--- config.mk ---
export PLATFORM = sky130hd
export DESIGN_NAME = xbus_wait_ctrl_flat
export DESIGN_NICKNAME = d
export VERILOG_FILES = /design/src/rtl/xbus_wait_ctrl_if.sv /design/src/rtl/xbus_wait_ctrl.sv /design/src/flat_wrapper.sv
export SDC_FILE = /design/constraint.sdc
export NUM_CORES = 1
export LEC_CHECK = 0
export BUFFER_PORTS_ARGS = -buffer_cell sky130_fd_sc_hd__buf_2
export CORE_ASPECT_RATIO = 2
export CORE_UTILIZATION = 37
export CTS_CLUSTER_DIAMETER = 40
export DETAILED_ROUTE_END_ITERATION = 6
export GPL_TIMING_DRIVEN = 0
export PLACE_DENSITY = 0.75
export SLEW_MARGIN = 20
export SYNTH_ARGS = -nofsm -noshare
export SYNTH_HDL_FRONTEND = slang
export SYNTH_SLANG_ARGS = --single-unit
--- constraint.sdc ---
create_clock -name clk_i -period 2.2 [get_ports clk_i]
set_input_delay 0.33 -clock clk_i [delete_from_list [all_inputs] [get_ports clk_i]]
set_output_delay 0.33 -clock clk_i [all_outputs]
set_load 0.01 [all_outputs]
--- src/rtl/xbus_wait_ctrl_if.sv ---
// X-bus signal bundle between the arbiter/slaves and the wait-state controller.
// The controller uses the slave modport; the requester/slave side uses master.
interface xbus_wait_ctrl_if;
  logic        xstb_i;
  logic        xwe_i;
  logic [63:0] xadr_i;
  logic        xack_o;
  logic        xerr_o;
  logic        rom_stb_o;
  logic        ram_stb_o;
  logic        io_stb_o;
  logic        io_ack_i;
  logic        busy_o;

  modport slave (
    input  xstb_i, xwe_i, xadr_i, io_ack_i,
    output xack_o, xerr_o, rom_stb_o, ram_stb_o, io_stb_o, busy_o
  );

  modport master (
    output xstb_i, xwe_i, xadr_i, io_ack_i,
    input  xack_o, xerr_o, rom_stb_o, ram_stb_o, io_stb_o, busy_o
  );
endinterface

--- src/rtl/xbus_wait_ctrl.sv ---
// X-bus sequencer: region decode, per-region wait states, ack/error and I/O timeout.
// Optional first-error capture registers are enabled by defining XBUS_ERR_CAPTURE_EN.
module xbus_wait_ctrl #(
  parameter int unsigned ROM_WAIT   = 0,
  parameter int unsigned RAM_WAIT   = 1,
  parameter int unsigned IO_TIMEOUT = 255
) (
  input  logic                   clk_i,
  input  logic                   reset_i,
  xbus_wait_ctrl_if.slave        bus
`ifdef XBUS_ERR_CAPTURE_EN
  ,
  output logic                   err_valid_o,
  output logic [63:0]            err_adr_o,
  output logic                   err_we_o,
  input  logic                   err_clr_i
`endif
);

  typedef enum logic [2:0] {
    StIdle,
    StWait,
    StIoWait,
    StDone,
    StErr
  } state_e;

  typedef enum logic [1:0] {
    RegRom  = 2'b00,
    RegRam  = 2'b01,
    RegIo   = 2'b10,
    RegNone = 2'b11
  } region_e;

  localparam logic [7:0] RomWaitCnt = 8'(ROM_WAIT);
  localparam logic [7:0] RamWaitCnt = 8'(RAM_WAIT);
  localparam logic [7:0] IoLastCnt  = 8'(IO_TIMEOUT - 1);

  state_e      state_q, state_d;
  region_e     region_q, region_d;
  region_e     region_req;
  logic [7:0]  cnt_q, cnt_d;
  logic        stb_active;

  assign region_req = region_e'(bus.xadr_i[13:12]);

  always_comb begin
    state_d  = state_q;
    cnt_d    = cnt_q;
    region_d = region_q;
    unique case (state_q)
      StIdle: begin
        if (bus.xstb_i) begin
          region_d = region_req;
          unique case (region_req)
            RegRom: begin
              if (bus.xwe_i) begin
                state_d = StErr;
              end else begin
                state_d = StWait;
                cnt_d   = RomWaitCnt;
              end
            end
            RegRam: begin
              state_d = StWait;
              cnt_d   = RamWaitCnt;
            end
            RegIo: begin
              state_d = StIoWait;
              cnt_d   = 8'd0;
            end
            default: state_d = StErr;
          endcase
        end
      end
      StWait: begin
        if (!bus.xstb_i) begin
          state_d = StIdle;
        end else if (cnt_q == 8'd0) begin
          state_d = StDone;
        end else begin
          cnt_d = cnt_q - 8'd1;
        end
      end
      StIoWait: begin
        // A late ack still beats the timeout in the same cycle.
        if (!bus.xstb_i) begin
          state_d = StIdle;
        end else if (bus.io_ack_i) begin
          state_d = StDone;
        end else if (cnt_q == IoLastCnt) begin
          state_d = StErr;
        end else begin
          cnt_d = cnt_q + 8'd1;
        end
      end
      StDone:  state_d = StIdle;
      StErr:   state_d = StIdle;
      default: state_d = StIdle;
    endcase
  end

  always_ff @(posedge clk_i) begin
    if (reset_i) begin
      state_q  <= StIdle;
      cnt_q    <= 8'd0;
      region_q <= RegRom;
    end else begin
      state_q  <= state_d;
      cnt_q    <= cnt_d;
      region_q <= region_d;
    end
  end

  // Outputs decode registered state only, so no input reaches an output combinationally.
  assign stb_active    = (state_q == StWait) || (state_q == StIoWait) || (state_q == StDone);
  assign bus.rom_stb_o = stb_active && (region_q == RegRom);
  assign bus.ram_stb_o = stb_active && (region_q == RegRam);
  assign bus.io_stb_o  = stb_active && (region_q == RegIo);
  assign bus.xack_o    = (state_q == StDone);
  assign bus.xerr_o    = (state_q == StErr);
  assign bus.busy_o    = (state_q != StIdle);

`ifdef XBUS_ERR_CAPTURE_EN
  logic [63:0] req_adr_q;
  logic        req_we_q;
  logic        capture;
  logic [63:0] cap_adr;
  logic        cap_we;

  // I/O timeouts reach ERR long after IDLE, so the request is held for them.
  assign cap_adr = (state_q == StIdle) ? bus.xadr_i : req_adr_q;
  assign cap_we  = (state_q == StIdle) ? bus.xwe_i  : req_we_q;
  assign capture = (state_d == StErr) && (!err_valid_o || err_clr_i);

  always_ff @(posedge clk_i) begin
    if (reset_i) begin
      req_adr_q   <= 64'd0;
      req_we_q    <= 1'b0;
      err_valid_o <= 1'b0;
      err_adr_o   <= 64'd0;
      err_we_o    <= 1'b0;
    end else begin
      if (state_q == StIdle && bus.xstb_i) begin
        req_adr_q <= bus.xadr_i;
        req_we_q  <= bus.xwe_i;
      end
      if (capture) begin
        err_valid_o <= 1'b1;
        err_adr_o   <= cap_adr;
        err_we_o    <= cap_we;
      end else if (err_clr_i) begin
        err_valid_o <= 1'b0;
      end
    end
  end
`else
  logic unused_adr;
  assign unused_adr = ^{bus.xadr_i[63:14], bus.xadr_i[11:0]};
`endif

endmodule

--- src/flat_wrapper.sv ---
// flat-port wrapper written by rule: the top's interface ports become plain ports
module xbus_wait_ctrl_flat 
#(
  parameter int unsigned ROM_WAIT   = 0,
  parameter int unsigned RAM_WAIT   = 1,
  parameter int unsigned IO_TIMEOUT = 255
)
  (clk_i, reset_i, bus_xstb_i, bus_xwe_i, bus_xadr_i, bus_io_ack_i, bus_xack_o, bus_xerr_o, bus_rom_stb_o, bus_ram_stb_o, bus_io_stb_o, bus_busy_o);
  xbus_wait_ctrl_if bus_i ();
  input  logic clk_i;
  input  logic reset_i;
  input wire logic [$bits(bus_i.xstb_i)-1:0] bus_xstb_i;
  input wire logic [$bits(bus_i.xwe_i)-1:0] bus_xwe_i;
  input wire logic [$bits(bus_i.xadr_i)-1:0] bus_xadr_i;
  input wire logic [$bits(bus_i.io_ack_i)-1:0] bus_io_ack_i;
  output wire logic [$bits(bus_i.xack_o)-1:0] bus_xack_o;
  output wire logic [$bits(bus_i.xerr_o)-1:0] bus_xerr_o;
  output wire logic [$bits(bus_i.rom_stb_o)-1:0] bus_rom_stb_o;
  output wire logic [$bits(bus_i.ram_stb_o)-1:0] bus_ram_stb_o;
  output wire logic [$bits(bus_i.io_stb_o)-1:0] bus_io_stb_o;
  output wire logic [$bits(bus_i.busy_o)-1:0] bus_busy_o;
  assign bus_i.xstb_i = bus_xstb_i;
  assign bus_i.xwe_i = bus_xwe_i;
  assign bus_i.xadr_i = bus_xadr_i;
  assign bus_i.io_ack_i = bus_io_ack_i;
  assign bus_xack_o = bus_i.xack_o;
  assign bus_xerr_o = bus_i.xerr_o;
  assign bus_rom_stb_o = bus_i.rom_stb_o;
  assign bus_ram_stb_o = bus_i.ram_stb_o;
  assign bus_io_stb_o = bus_i.io_stb_o;
  assign bus_busy_o = bus_i.busy_o;
  xbus_wait_ctrl #(.ROM_WAIT(ROM_WAIT), .RAM_WAIT(RAM_WAIT), .IO_TIMEOUT(IO_TIMEOUT)) u_core (.clk_i(clk_i), .reset_i(reset_i), .bus(bus_i));
endmodule
# Word-level counts from Yosys, hierarchy flattened
# Cells that the tools add are included.
[word_totals]
register_bits = 13
input_bits = 69
out_inout_bits = 6
elab_cells = 56
[op_classes]
add_sub_neg = 2
n_eq_ne = 19
mux = 18
n_reduce_logical = 14
[ops]
columns = ["operator", "count"]
rows = [
  ["$mux W8", 7],
  ["$pmux W8 S3", 2],
  ["$mux W3", 7],
  ["$pmux W3 S3", 2],
  ["$ne A2 B2 Y1 const B", 6],
  ["$reduce_and A9 Y1", 1],
  ["$add A8 B1 Y8 const B", 1],
  ["$eq A8 B8 Y1 const B", 1],
  ["$logic_not A8 Y1", 1],
  ["$sub A8 B1 Y8 const B", 1],
  ["$eq A3 B2 Y1 const B", 2],
  ["$reduce_bool A3 Y1", 2],
  ["$eq A2 B1 Y1 const B", 2],
  ["$eq A2 B2 Y1 const B", 2],
  ["$logic_not A2 Y1", 2],
  ["$ne A4 B3 Y1 const B", 1],
  ["$ne A4 B4 Y1 const B", 1],
  ["$eq A3 B1 Y1 const B", 1],
  ["$eq A3 B3 Y1 const B", 1],
  ["$logic_and A1 B1 Y1", 3],
  ["$logic_not A3 Y1", 1],
  ["$ne A3 B2 Y1 const B", 1],
  ["$ne A3 B3 Y1 const B", 1],
  ["$reduce_and A3 Y1", 1],
  ["other kinds (2)", 3],
]

# Logic depth before layout (Yosys ltp)
[depth]
ltp_word = 5
mapped_depth = 9
ltp_nobuf = 8

# Worst setup path before layout
# OpenSTA, ideal clock, no wires.
[synth_path]
path_kind = "register to register"
startpoint = "register u_core.state_q[1]"
endpoint = "register u_core.cnt_q[6]"
setup_ns = 0.127
arrival_ns = 2.089
t_required_ns = 2.073
slack_ns = -0.016
path_stages_with_launch = 9
n_path_buf = 1
synth_period_minus_slack_ns = 2.216
cell_sequence = "dfxtp_1 > buf_6 > nor3b_4 > inv_1 > ha_1 > nand2_1 > o211a_1 > o2111a_1 > or3_1"
[synth_via]
elab_chain_cells = 3
word_cells_on_any_way = 14
classes_between = "eq/ne: 10; mux: 1; reduce/logical: 3"
[synth_rtl]
columns = ["item", "line", "rtl"]
rows = [
  ["from (decl)", "xbus_wait_ctrl.sv:39", "state_e state_q, state_d;"],
  ["from (signal assigned)", "xbus_wait_ctrl.sv:105", "state_q <= StIdle;"],
  ["from (signal assigned)", "xbus_wait_ctrl.sv:109", "state_q <= state_d;"],
  ["$eq A3 B1 Y1, or another cell as far along", "xbus_wait_ctrl.sv:51", "unique case (state_q)"],
  ["$ne A2 B2 Y1 (no source line), or another cell as far along", "--", ""],
  ["$reduce_and A9 Y1 (no source line)", "--", ""],
  ["to (signal assigned)", "xbus_wait_ctrl.sv:110", "cnt_q <= cnt_d;"],
  ["to (decl)", "xbus_wait_ctrl.sv:42", "logic [7:0] cnt_q, cnt_d;"],
]
# Parallel ways exist; a longest one is shown, timed or not.
# A chain may end at the register's enable or synchronous reset.

# Worst setup path after layout
[layout_path]
startpoint = "register u_core.state_q[0]"
endpoint = "register u_core.cnt_q[6]"
# The elaborated chain is that of the path after synthesis.

==> summary.md <==
| Metric | Value |
|---|---|
| Fin. Hold Viols | 0 |
| CP max stage cell | dfxtp_2 |
| Depth of the CTS H-tree | 1 |
| LEAKAGE | about 0.6 nW |
| Longest Clk Path Bufs | 2 |
| Arrival time of the worst setup path | 2300 ps |
| Gr usage total | 22.7% |
| RSZ-0062 raised after global routing | yes |
| IO Pins | 75 |
| Die Footprint | between 3000 and 4000 µm² |
| Cell with the most instances after synthesis | dfxtp_1 |
| Routing usage on met3 | 1.96% |
| Clock skew | roughly 6.1 ps |
| Sequential area share after synthesis | 23.6% |
| Post-synth top flop | dfxtp_1 |
| Clock slew at reported path FFs | roughly 60 ps |
| Critical-path maximum fanout | 5 |
| Die X | 40.6 µm |
| Antenna Nets Post-Route | 0 |
| Die height | 79.3 µm |
| Crit path required time | roughly 2300 ps |
| # fillers | 251 |
| Tmin final | roughly 2200 ps |
| CP peak stage delay | between 300 and 400 ps |
| Total CTS buffers | 3 |
| Worst IR Drop VDD | 0.437 mV |
| Top cells by area, synth | dfxtp_1 24%, ha_1 6.8%, a21oi_1 4.5% |
| Number of max-cap violations | 0 |
| Drt first pass iters | 4 |
| Area growth syn-to-layout | 34.1% |
| N_diodes | 0 |
| Final setup violation count | 0 |
| Grt met2 use | 41.7% |
| CP Class | reg2reg |
| CP Buf/Inv Count | 3 |
| Largest net degree at the start of global routing | 11 |
| Root buf cell | clkbuf_8 |
| First-pass GRT wire length | 5.16 mm |
| Vias | 1179 |
| Vias in the first global route | about 1200 |
| Initial antenna violation count | 0 |
| # port buffers | 12 |
| Avg Cell Area, Syn | 8.12 µm² |
| Worst Tran Pin Value | approximately 750 ps |
| Vias per cell | a little over 6 |
| Cell variety after synth | ~50 |
| Final GP Congestion | 0.852 |
| Drt wl/cell | 17.3 µm |
| Placed instance count | ~180 |
| Worst hold-check path type | in2reg |
| Sink Count | 13 |
| Crit-path cells | buf_6 -> nor3b_4 -> clkinv_4 -> buf_12 -> ha_4 -> nand2_2 -> o211a_1 -> o2111a_1 -> or3_1 |
| Setup TNS | 0 ps |
| Final cell count without fillers | 190 |
| Clock tree from TritonCTS | done |
| Final WL | 3.28 mm |
| Total gr overflow | 0 |
| Status | finished, final reports clean |
| Cell count after synthesis | 136 |
| Achievable Freq | between 400 and 500 MHz |
| Crit share post-route | 98.5% |
| Core Box Area | roughly 2800 µm² |
| Type of origin of the critical path | register |
| Post-layout net count | 237 |
| DR iter-0 viols | 45 |
| Mapped cell area | 1100 µm² |
| Area taken by multi-input logic gates | 911 µm² |
| Synth Net Count | ~210 |
| Cell area power density | 591 nW/µm² |
| Worst slew margin | between 40% and 50% |
| Area leader, netlist | dfxtp_1 |
| Post-synthesis async set-or-reset flop share | 0% |
| Initial Util | 39.4% |
| Crit path max-delay family | simple AND/OR/NAND/NOR gates |
| Worst Setup End Kind | register |
| Post-detail-place hpwl | 2.31 mm |
| Sequential Area | roughly 260 µm² |
| Area share of the largest cell type after synthesis | 23.6% |
| Clk_lat worst skew | 250 ps |
| Std cell rows | 27 |
| Max-slew violations | 0 |
| # DRC | 0 |
| Commonest cells post-synth | 13 x dfxtp_1, 10 x a21oi_1, 9 x inv_1, 9 x nand2_1 |
| R2R setup slack | 30 ps |
| Register bit total from synthesis | 13 |
| Synthesis Warnings | 0 |
| Most crowded layer after global routing | met2 |
| EDFF count, synth | 0 |
| GR Util met1 | a little over a fifth |
| Share of cells above drive strength 1 | 34.2% |
cells by family after synthesis:
logic type | Yosys count | share of synthesized area, %
xor gates and xnor gates | 5 | 3.96
DFF | 13 | 23.6
muxes | 2 | 1.81
adders and majority gates | 6 | 6.79
buffers and inverters | 15 | 7.47
and+or+nand+nor | 54 | 29.7
AOI/OAI and AO/OA | 41 | 26.7
cell usage in the layout, fill, tap and decap left out, types with 2 or more instances in the layout:
master and count:
buf_2 15, dfxtp_1 12, inv_1 8, a21oi_1 8, nand2_1 8, buf_4 8, nor2_1 7, o21ai_0 6
or3_1 5, nor3_1 5, ha_4 5, nand3_1 4, buf_6 3, clkbuf_8 3, and3_1 2, nor3b_1 2
mux2i_1 2, a31oi_1 2, or4_1 2, xor2_1 2, a211o_1 2, a21oi_2 2, xnor2_1 2, nor4b_1 2
nor2b_1 2, nand4_1 2, o211a_1 2
per-layer routing:
layer / wire length, µm / part of all wire, %
met3: 84 / 2.6
met5: 0 / 0
met1: 1110 / 34
met2: 2010 / 61
met4: 76 / 2.3
layout make-up:
cell class	instances	area share, %
repair buffers	21	9.46
clock buffers	4	3.04
multi-input cells	108	61.5
flip-flops and latches	13	17.7
plain buffers	6	3.29
inverters	9	2.62
well taps	29	2.45
what timing repair did:
action                                  in CTS  in global routing
resized for setup                            8                 21
setup buffers                                3                  7
pin swaps                                    2                 11
endpoints found under the setup margin       4                  4
hold buffers                                 0                  0
flip-flops by register name (all words and copies together), names as in the netlist:
| register | count |
|---|---|
| u_core.region_q | 2 |
| u_core.cnt_q | 8 |
| u_core.state_q | 3 |
metrics by stage:
step	utilization [%]	hold WS [ps]	cell area (µm²)	total power [mW]	setup WS, ps
after floorplan	-	469	1100	0.489	48.1
after global placement	42.8	486	1200	0.550	-189
after detailed placement	42.8	515	1200	0.559	-232
after CTS	47.3	404	1330	0.811	11.3
after global routing	52.8	413	1480	0.918	-51.1
final	52.8	399	1480	0.876	33.0
report_power, final:
part	switching (mW)	internal (mW)	total [mW]
sequential	0.0208	0.251	0.272
clock	0.0904	0.128	0.219
combinational	0.198	0.187	0.385
total	0.310	0.566	0.876
tightest hold or removal path, stage by stage:
cell     delay (ps)
buf_2           120
mux2i_1          70
nor2_1           90
path summary, 6_finish.rpt:
| path | from | end | depth (start not counted) |
|---|---|---|---|
| min | bus_xadr_i[12] | u_core.region_q[0] | 3 |
| max | u_core.state_q[0] | u_core.cnt_q[6] | 9 |
| min reg2reg | u_core.region_q[1] | u_core.region_q[1] | 2 |
| max reg2reg | u_core.state_q[0] | u_core.cnt_q[6] | 9 |
Power figures use the tool's default switching activity.
